==> config.mk <==
export PLATFORM = sky130hd
export DESIGN_NAME = aurora_tx_scheduler
export DESIGN_NICKNAME = d
export VERILOG_FILES = /design/src/rtl/aurora_tx_scheduler.sv
export SDC_FILE = /design/constraint.sdc
export NUM_CORES = 1
export LEC_CHECK = 0
export BUFFER_PORTS_ARGS = -buffer_cell sky130_fd_sc_hd__buf_2
export CAP_MARGIN = 20
export CORE_MARGIN = 2
export CORE_UTILIZATION = 45
export DETAILED_ROUTE_END_ITERATION = 10
export GPL_ROUTABILITY_DRIVEN = 1
export HOLD_SLACK_MARGIN = 0.08
export PLACE_DENSITY_LB_ADDON = 0.3
export SYNTH_ARGS = -nofsm -noshare
export SYNTH_HDL_FRONTEND = slang
export SYNTH_SLANG_ARGS = --single-unit
==> constraint.sdc <==
create_clock -name clk -period 2.1 [get_ports clk]
set_clock_uncertainty 0.15 [all_clocks]
set_input_delay 0.42 -clock clk [delete_from_list [all_inputs] [get_ports clk]]
set_output_delay 0.42 -clock clk [all_outputs]
set_load 0.005 [all_outputs]
==> src/rtl/aurora_tx_scheduler.sv <==
// aurora_tx_scheduler: per-lane transmit symbol scheduler.
// Init ordered sets, SCP/ECP framing, idle fill, CC preemption.
package aurora_tx_pkg;

  typedef enum logic [1:0] {
    OS_NONE = 2'd0,
    OS_SP   = 2'd1,
    OS_I    = 2'd2,
    OS_VER  = 2'd3
  } ordered_sets_e;

  localparam logic [2:0] SYM_IDLE = 3'd0;
  localparam logic [2:0] SYM_SP   = 3'd1;
  localparam logic [2:0] SYM_VER  = 3'd2;
  localparam logic [2:0] SYM_CC   = 3'd3;
  localparam logic [2:0] SYM_SCP  = 3'd4;
  localparam logic [2:0] SYM_DATA = 3'd5;
  localparam logic [2:0] SYM_ECP  = 3'd6;

endpackage

module aurora_tx_scheduler
  import aurora_tx_pkg::*;
#(
  parameter int DATA_W    = 16,
  parameter int CC_PERIOD = 5000,
  parameter int CC_LEN    = 6
) (
  input  logic              clk,
  input  logic              rst_n,
  input  logic              init_finished,
  input  ordered_sets_e     ordered_sets,
  input  logic [DATA_W-1:0] tx_data,
  input  logic              tx_valid,
  input  logic              tx_last,
  output logic              tx_ready,
  output logic [2:0]        sym_sel,
  output logic [DATA_W-1:0] sym_data,
  output logic              frame_abort
);

  localparam int CNT_W = $clog2(CC_PERIOD);
  localparam int LEN_W = $clog2(CC_LEN) + 1;

  localparam logic [CNT_W-1:0] CNT_MAX =
    CNT_W'(CC_PERIOD - 1);
  localparam logic [LEN_W-1:0] LEN_MAX =
    LEN_W'(CC_LEN - 1);

  typedef enum logic [2:0] {
    ST_INIT = 3'd0,
    ST_IDLE = 3'd1,
    ST_SCP  = 3'd2,
    ST_DATA = 3'd3,
    ST_ECP  = 3'd4,
    ST_CC   = 3'd5
  } state_e;

  state_e             state;
  state_e             cc_ret;
  logic [CNT_W-1:0]   cc_cnt;
  logic               cc_pending;
  logic [LEN_W-1:0]   cc_left;
  logic               cnt_wrap;
  logic               cc_last;
  logic               beat;

  assign cnt_wrap = (cc_cnt == CNT_MAX);
  assign cc_last  = (cc_left == LEN_MAX);
  assign tx_ready = (state == ST_DATA) && !cc_pending;
  assign beat     = tx_valid && tx_ready;

  // Scheduler FSM, CC timer and registered symbol outputs.
  always_ff @(posedge clk) begin
    if (!rst_n) begin
      state       <= ST_INIT;
      cc_ret      <= ST_INIT;
      cc_cnt      <= '0;
      cc_pending  <= 1'b0;
      cc_left     <= '0;
      sym_sel     <= SYM_IDLE;
      sym_data    <= '0;
      frame_abort <= 1'b0;
    end else begin
      cc_cnt      <= cnt_wrap ? '0 : cc_cnt + 1'b1;
      sym_sel     <= SYM_IDLE;
      sym_data    <= '0;
      frame_abort <= 1'b0;
      case (state)
        ST_INIT: begin
          case (ordered_sets)
            OS_SP:   sym_sel <= SYM_SP;
            OS_VER:  sym_sel <= SYM_VER;
            default: sym_sel <= SYM_IDLE;
          endcase
          if (cc_pending) begin
            cc_ret     <= ST_INIT;
            state      <= ST_CC;
            cc_pending <= 1'b0;
            cc_left    <= '0;
          end else if (init_finished) begin
            state <= ST_IDLE;
          end
        end
        ST_IDLE: begin
          if (cc_pending) begin
            cc_ret     <= ST_IDLE;
            state      <= ST_CC;
            cc_pending <= 1'b0;
            cc_left    <= '0;
          end else if (!init_finished) begin
            state <= ST_INIT;
          end else if (tx_valid) begin
            state <= ST_SCP;
          end
        end
        ST_SCP: begin
          sym_sel <= SYM_SCP;
          if (init_finished) begin
            state <= ST_DATA;
          end else begin
            state       <= ST_INIT;
            frame_abort <= 1'b1;
          end
        end
        ST_DATA: begin
          if (beat) begin
            sym_sel  <= SYM_DATA;
            sym_data <= tx_data;
          end
          if (cc_pending) begin
            cc_ret     <= ST_DATA;
            state      <= ST_CC;
            cc_pending <= 1'b0;
            cc_left    <= '0;
          end else if (!init_finished) begin
            state       <= ST_INIT;
            frame_abort <= 1'b1;
          end else if (beat && tx_last) begin
            state <= ST_ECP;
          end
        end
        ST_ECP: begin
          sym_sel <= SYM_ECP;
          if (!init_finished) begin
            state <= ST_INIT;
          end else if (tx_valid && !cc_pending) begin
            state <= ST_SCP;
          end else begin
            state <= ST_IDLE;
          end
        end
        ST_CC: begin
          sym_sel <= SYM_CC;
          if (cc_last) begin
            if (cc_ret == ST_INIT || !init_finished) begin
              state       <= ST_INIT;
              frame_abort <= (cc_ret == ST_DATA) &&
                             !init_finished;
            end else begin
              state <= cc_ret;
            end
          end else begin
            cc_left <= cc_left + 1'b1;
          end
        end
        default: state <= ST_INIT;
      endcase
      if (cnt_wrap) cc_pending <= 1'b1;
    end
  end

endmodule

==> flow_summary.yaml, run 1 <==
floorplanning:
  core.rowCount: 22
  die_y_um: 66.9
  start_util_pct: 47.8
  die-area_um2: 4470
  core_area_um2: 3720
  die_width_um: 66.9
  ioPinCount: 44
cells_and_area:
  drive_gt1_share_pct: 23.5
  diodes: 0
  area_delta_synth_final_pct: 21.3
  layout.nets: 268
  layout_common_cells: "43 x dfxtp_1, 43 x buf_2, 20 x and2_1, 16 x nor2_1, 11 x o21ai_0"
logic_synthesis:
  ys_seq_area_share_pct: 48.4
  yosysWarnings: 0
  synthDistinctLibCells: 37
  synth_seq_cells: 43
  yosysTopAreaCellShare_pct: 48.4
  ys_top_cells_by_area: "dfxtp_1 48%, and2_1 7.0%, xnor2_1 3.9%, nor2_1 3.4%, o21ai_0 3.1%"
  syn_area_um2: 1780
  syn_inst: 196
  synth_top_cell_by_area: "dfxtp_1"
  syn_nets: 222
  syn_area_per_cell_um2: 9.07
clock_network:
  numCtsBuffers: 5
  postCtsSetupBuffers: 0
  htree_num_levels: 2
  hold_buffers: 0
  cts.clk_slew.worst_paths_ns: 0.09
  clockBufferDepth: 2
  cts_resized: 0
  root_buffer: "clkbuf_8"
  insertion_delay_ns: 0.30
  numClockSinks: 43
  cts_tree: "yes"
power:
  p_per_area_nw_per_um2: 741
  leakage_uw: 0.000897
  ir_drop_v: 0.000453
sta:
  setup_tns_ns: 0
  setup_violations: 0
  fin_hold_ws_ns: 0.161
  slew_headroom_pct: 70.2
  rsz0062_at_grt: "false"
  fin_crit_sh_pct: 92.3
  post-route-min-period_ns: 1.94
  worstMarginPinSlew_ns: 0.448
  max_freq_ghz: 0.516
  hold_violations: 0
  final_max_slew_viol_count: 0
drt:
  vias_per_cell: 4.97
  detail-route-antenna-nets: 0
  dr_total_vias: 1446
  drt_first_pass_iters: 4
  wl_per_cell_um: 11.7
  routed_wl_um: 3390
  drt_iter0_drc: 46
  drcViolationCount: 0
worst_setup_path:
  worstSetupPathType: "flop to flop"
  crit_slowest_cell: "or4_4"
  path_cells: "or4b_1 > or4_4 > nand2_2 > nor2_1"
  critPathMaxFanout: 11
  r2r_setup_slack_ns: 0.16
  max_stage_delay_ns: 0.54
  cp.arrival_ns: 1.98
  crit_required_ns: 2.14
  end_kind: "flop"
  start_kind: "flop"
grt:
  antenna_found_initial: 0
  gr-total-overflow: 0
  grt_start_max_net_pins: 17
  grt_pass1_wl_um: 5640
  grt_use_total_pct: 17.0
  grt_pass1_vias: 1265
hold_path:
  hold_class: "primary input to flop"
run_status:
  status: "complete, no violations"
placement:
  place_congestion: 0.784
  io_buffers: 43
  hpwlAfterDp_um: 2470
run:
  max_cap_viol_count: 0
synth_stat cells, drive strengths merged:
master / instances
nor3b: 3
nor3: 7
and2: 20
a211oi: 2
and3: 3
o221ai: 1
nor2: 16
or4b: 1
o211ai: 1
a2111oi: 1
ha: 3
nand2: 10
and3b: 2
dfxtp: 43
a22oi: 2
nand4: 4
clkbuf: 6
xnor2: 8
nor4: 1
buf: 1
xor2: 4
nand2b: 3
or3: 4
nand3: 4
o21ai: 11
a21boi: 3
or4: 2
nor4b: 1
nor2b: 6
a21oi: 6
o22ai: 1
a31oi: 4
nand3b: 3
inv: 9
per-stage QoR:
stage	instance area, µm²	util, %	total power, µW	worst slack [ns]	cells
floorplan	1780	-	924	0.248	196
global placement	2040	54.9	967	0.191	283
detailed placement	2040	54.9	968	0.151	283
CTS	2160	58.0	1620	0.139	291
global route	2160	58.0	1680	0.0372	291
finish	2160	58.0	1600	0.163	291
worst paths after layout:
| path | endpoint | cells after the start | from |
|---|---|---|---|
| setup reg to reg | cc_cnt[3] | 4 | cc_cnt[4] |
| hold reg to reg | cc_cnt[0] | 1 | cc_cnt[0] |
| hold / removal | sym_data[14] | 2 | tx_data[14] |
| setup / recovery | cc_cnt[3] | 4 | cc_cnt[4] |
layer usage:
| metal | wire length, µm | part of all wire, % | global-route usage (%) |
|---|---|---|---|
| met5 | 0 | 0 | 0 |
| met1 | 1670 | 49 | 22.3 |
| met4 | 58 | 1.7 | 6.89 |
| met3 | 173 | 5.1 | 5.91 |
| met2 | 1490 | 44 | 25.4 |
critical path, delay by kind of cell, from the launching register on:
family	cells	cell delay [ns]
flip-flops	1	0.36
AND/OR/NAND/NOR	4	1.33
power breakdown:
| part | leakage, µW | total (µW) | internal (µW) | switching (µW) |
|---|---|---|---|---|
| Sequential | 0.000348 | 840 | 829 | 11.3 |
| Combinational | 0.000495 | 109 | 54.2 | 54.4 |
| Clock | 0.0000548 | 649 | 358 | 291 |
layout make-up:
type                            instances  area, µm²
Clock buffer                            5       68.8
Clock inverter                          3       46.3
Fill cell                             359       1560
Inverter                                9       33.8
Multi-Input combinational cell        137        850
Sequential cell                        43        861
Tap cell                               48       60.1
Timing Repair Buffer                   46        238
sequential cells by signal, summed over array words and instances (netlist names):
signal / flops
sym_sel: 3
cc_cnt: 13
cc_ret: 2
sym_data: 16
cc_pending: 1
state: 3
cc_left: 4
frame_abort: 1
cells by family after synthesis:
group | share of synthesized area, %
AO/OA/AOI/OAI | 10.9
flip-flops | 48.4
adder cells (fa/ha/maj) | 2.11
buffers and inverters | 3.80
XOR/XNOR | 5.91
AND/OR/NAND/NOR | 28.9
Power figures use the tool's default switching activity.
==> inputs of run 2 (changes only) <==
==> constraint.sdc (replaced) <==
create_clock -name clk -period 1.6 [get_ports clk]
set_clock_uncertainty 0.15 [all_clocks]
set_input_delay 0.32 -clock clk [delete_from_list [all_inputs] [get_ports clk]]
set_output_delay 0.32 -clock clk [all_outputs]
set_load 0.005 [all_outputs]
==> flow_summary.yaml, run 2 (synthesis results as in run 1) <==
run_status:
  status: "finished with violations"
  violations: "negative setup slack"
placement:
  hpwlAfterDp_um: 2710
  io_buffers: 43
  placed_cells: 306
  place_congestion: 0.894
sta:
  fin_crit_sh_pct: 111
  final_critical_path_setup_slack_ns: -0.169
  worstMarginPinSlew_ns: 0.404
  setup_violations: 13
  post-route-min-period_ns: 1.77
  hold_violations: 0
  final_max_slew_viol_count: 0
  max_freq_ghz: 0.565
  slew_headroom_pct: 72.8
  rsz0062_at_grt: "true"
hold_path:
  worstHoldStart: "tx_data[15]"
  hold_class: "primary input to flop"
  hold_depth: 2
  whs_endpoint: "sym_data[15]"
clock_network:
  cts.clk_slew.worst_paths_ns: 0.08
  clockBufferDepth: 2
  insertion_delay_ns: 0.30
  numClockSinks: 43
  numCtsBuffers: 5
  htree_num_levels: 2
  cts_tree: "yes"
  root_buffer: "clkbuf_8"
grt:
  gr-total-overflow: 0
  grt_pass1_wl_um: 7180
  grt_use_total_pct: 21.4
  grt_pass1_vias: 1654
  grt_start_max_net_pins: 17
  antenna_found_initial: 0
cells_and_area:
  drive_gt1_share_pct: 34.0
  regMostFlops: "sym_data"
  largest_reg_flops: 16
  final_cells: 333
  final_util_pct: 68.6
  diodes: 0
  largestRegisters: "sym_data: 16 flops, cc_cnt: 13 flops, cc_left: 4 flops"
  layout.nets: 310
  area_delta_synth_final_pct: 43.3
  final_common_cell: "buf_2"
  layout_common_cells: "43 x buf_2, 38 x dfxtp_1, 29 x buf_4, 20 x and2_1, 16 x nor2_1"
drt:
  top_layer: "met4"
  detail-route-antenna-nets: 0
  met3WireLength_um: 258
  drt_first_pass_iters: 4
  routed_wl_um: 4340
  drt_iter0_drc: 46
  dr_total_vias: 1644
  drt-met1-wl_um: 1760
  wl_met2_um: 2270
  vias_per_cell: 4.94
  drcViolationCount: 0
  wl_per_cell_um: 13.0
power:
  p_per_area_nw_per_um2: 783
  leakage_uw: 0.00110
  ir_drop_v: 0.000802
floorplanning:
  core.rowCount: 22
  start_util_pct: 47.8
  core_area_um2: 3720
  die_width_um: 66.9
  ioPinCount: 44
  die-area_um2: 4470
  die_y_um: 66.9
worst_setup_path:
  r2r_cells: 3
  end_kind: "flop"
  cp.arrival_ns: 1.81
  r2r_setup_slack_ns: -0.17
  reg2reg_to: "cc_cnt[1]"
  timing.rr.start: "cc_cnt[6]"
  start_kind: "flop"
  worstSetupPathType: "flop to flop"
  crit_required_ns: 1.64
  critPathMaxFanout: 3
run:
  max_cap_viol_count: 0
==> run 2: layer usage <==
| metal | up-vias | GRT usage, % |
|---|---|---|
| met3 | 5 | 5.57 |
| li1 | 845 | - |
| met4 | 0 | 7.14 |
| met2 | 55 | 37.4 |
| met1 | 739 | 25.3 |
| met5 | - | 0 |
==> run 2: area by class of cell <==
type                       instances  area (µm²)
timing repair buffer              88         599
inverter                           9        33.8
sequential                        43         877
clock buffer                       6        72.6
fill                             291        1170
multi-input combinational        137         892
tap                               48        60.1
clock inverter                     2        12.5
==> run 2: metrics by stage <==
step                total power (µW)  instance area (µm²)  hold WS (ns)  setup slack [ns]  setup TNS [ns]
finish                          1990                 2550        0.0897            -0.169           -1.92
global route                    2080                 2550        0.0931            -0.210           -2.68
CTS                             1980                 2500        0.0849            -0.169           -1.97
detailed placement              1290                 2230         0.307            -0.217           -2.41
global placement                1290                 2230         0.302            -0.178           -2.03
floorplan                       1210                 1780         0.246            -0.137           -1.47
==> run 2: report_power, final <==
group          switching [µW]  leakage [µW]  internal (µW)
registers                18.8      0.000351           1090
logic                    94.5      0.000711            119
clock network             372     0.0000412            305
==> run 2: repair_timing <==
item | CTS | global route
buffers inserted | 4 | 3
hold endpoints to repair | 13 | 0
hold buffers | 13 | 0
setup endpoints to repair | 14 | 37
pin swaps | 1 | 3
gates resized for setup | 11 | 10
==> run 2: worst max path at each step <==
stage               from         to  cells past startpoint
2_1_floorplan  cc_cnt[6]  cc_cnt[4]                      5
3_3_place_gp   cc_cnt[6]  cc_cnt[7]                      4
3_5_place_dp   cc_cnt[6]  cc_cnt[4]                      4
4_1_cts        cc_cnt[6]  cc_cnt[1]                      3
5_1_grt        cc_cnt[6]  cc_cnt[5]                      4
6_report       cc_cnt[6]  cc_cnt[1]                      3
==> run 2: worst max-delay path, cell delays in order, from the launching register on <==
cell	delay, ns
dfxtp_1	0.31
or4b_1	0.52
or4_4	0.46
and3_2	0.22
==> inputs of run 3 (changes only) <==
==> constraint.sdc (replaced) <==
create_clock -name clk -period 1.5 [get_ports clk]
set_clock_uncertainty 0.15 [all_clocks]
set_input_delay 0.3 -clock clk [delete_from_list [all_inputs] [get_ports clk]]
set_output_delay 0.3 -clock clk [all_outputs]
set_load 0.005 [all_outputs]
==> flow_summary.yaml, run 3 (synthesis results as in run 1) <==
cells_and_area:
  largestRegisters: "sym_data: 16 flops, cc_cnt: 13 flops, cc_left: 4 flops"
  drive_gt1_share_pct: 40.3
  area_delta_synth_final_pct: 51.7
  layout_common_cells: "43 x buf_2, 36 x buf_4, 35 x dfxtp_1, 20 x and2_1, 16 x dlygate4sd3_1"
  largest_reg_flops: 16
  diodes: 0
  final_util_pct: 72.6
  final_common_cell: "buf_2"
  layout.nets: 318
  regMostFlops: "sym_data"
floorplanning:
  ioPinCount: 44
  start_util_pct: 47.8
  core_area_um2: 3720
  die_width_um: 66.9
  die-area_um2: 4470
  core.rowCount: 22
  die_y_um: 66.9
worst_setup_path:
  path_cells: "or4b_4 > or4_4 > and3_4"
  worstSetupPathType: "flop to flop"
  crit_slowest_cell: "or4b_4"
  cp.arrival_ns: 1.83
  critPathMaxFanout: 3
  max_stage_delay_ns: 0.52
  end_kind: "flop"
  crit_required_ns: 1.55
  start_kind: "flop"
  r2r_setup_slack_ns: -0.28
sta:
  setup_violations: 17
  slew_headroom_pct: 75.8
  final_max_slew_viol_count: 0
  post-route-min-period_ns: 1.78
  fin_hold_ws_ns: 0.132
  hold_violations: 0
  setup_tns_ns: -3.39
  worstMarginPinSlew_ns: 0.361
  fin_crit_sh_pct: 119
  max_freq_ghz: 0.562
  rsz0062_at_grt: "true"
  final_critical_path_setup_slack_ns: -0.280
placement:
  place_congestion: 0.808
  io_buffers: 43
  hpwlAfterDp_um: 2970
power:
  sw_frac_of_total_pct: 25.7
  design_power_total_uw: 2220
  clockPowerShare_pct: 34.9
  pwr-share-comb_pct: 11.9
  internal_power_uw: 1650
  p_seq_share_pct: 53.2
  leakage_uw: 0.00116
  ir_drop_v: 0.000905
  p_per_area_nw_per_um2: 824
  p_sw_uw: 571
drt:
  vias_per_cell: 5.29
  drt_first_pass_iters: 5
  drcViolationCount: 0
  drt_iter0_drc: 110
  detail-route-antenna-nets: 0
  wl_per_cell_um: 15.1
  dr_total_vias: 1805
  routed_wl_um: 5150
run_status:
  violations: "negative setup slack"
  status: "finished with violations"
run:
  max_cap_viol_count: 0
grt:
  grt_start_max_net_pins: 17
  gr-total-overflow: 0
  grt_pass1_vias: 1828
  grt_pass1_wl_um: 8280
  antenna_found_initial: 0
  grt_use_total_pct: 25.0
hold_path:
  hold_class: "primary input to flop"
clock_network:
  numCtsBuffers: 5
  clockBufferDepth: 2
  htree_num_levels: 2
  root_buffer: "clkbuf_8"
  numClockSinks: 43
  cts_tree: "yes"
  insertion_delay_ns: 0.30
  cts.clk_slew.worst_paths_ns: 0.09
-- run 3: critical path: cells and delay by family, from the launching register on --
family           cells  cell delay, ns
DFF                  1            0.32
and+or+nand+nor      3            1.20
-- run 3: worst paths after layout --
path                 startpoint     endpoint  cells after the start
setup / recovery      cc_cnt[6]    cc_cnt[1]                      3
hold / removal    init_finished  frame_abort                      2
setup reg to reg      cc_cnt[6]    cc_cnt[1]                      3
hold reg to reg      cc_left[3]   cc_left[3]                      2
-- run 3: timing repair --
action | in CTS | in global routing
buffers inserted | 2 | 1
endpoints found under the setup margin | 35 | 39
resized for setup | 14 | 24
hold endpoints to repair | 16 | 0
hold buffers | 16 | 0
pin swaps | 1 | 5
-- run 3: cell type report --
class / instances / area, µm²
clock buffer: 5 / 68.8
clock inverter: 3 / 26.3
fill: 263 / 1020
inverter: 9 / 33.8
multi-input combinational: 137 / 975
sequential: 43 / 876
tap: 48 / 60.1
timing repair buffer: 96 / 657
-- run 3: stage by stage --
stage	std cells	worst slack (ns)	area [µm²]
6_report	341	-0.280	2700
4_1_cts	340	-0.280	2600
3_5_place_dp	315	-0.322	2290
3_3_place_gp	315	-0.283	2290
2_1_floorplan	196	-0.237	1790
5_1_grt	341	-0.315	2700
-- run 3: power by group through the flow --
| stage | sequential [µW] | clock (µW) | combinational (µW) |
|---|---|---|---|
| finish | 1180 | 775 | 265 |
| global route | 1190 | 844 | 287 |
| CTS | 1180 | 788 | 229 |
| detailed placement | 1200 | 0 | 183 |
| global placement | 1200 | 0 | 181 |
| floorplan | 1200 | 0 | 94.6 |
-- run 3: per-layer routing --
layer	track usage, %	up-vias	share of wire [%]
li1	-	866	-
met1	28.9	842	40
met2	43.6	85	51
met3	8.11	12	7.7
met4	7.91	0	1.8
met5	0	-	0
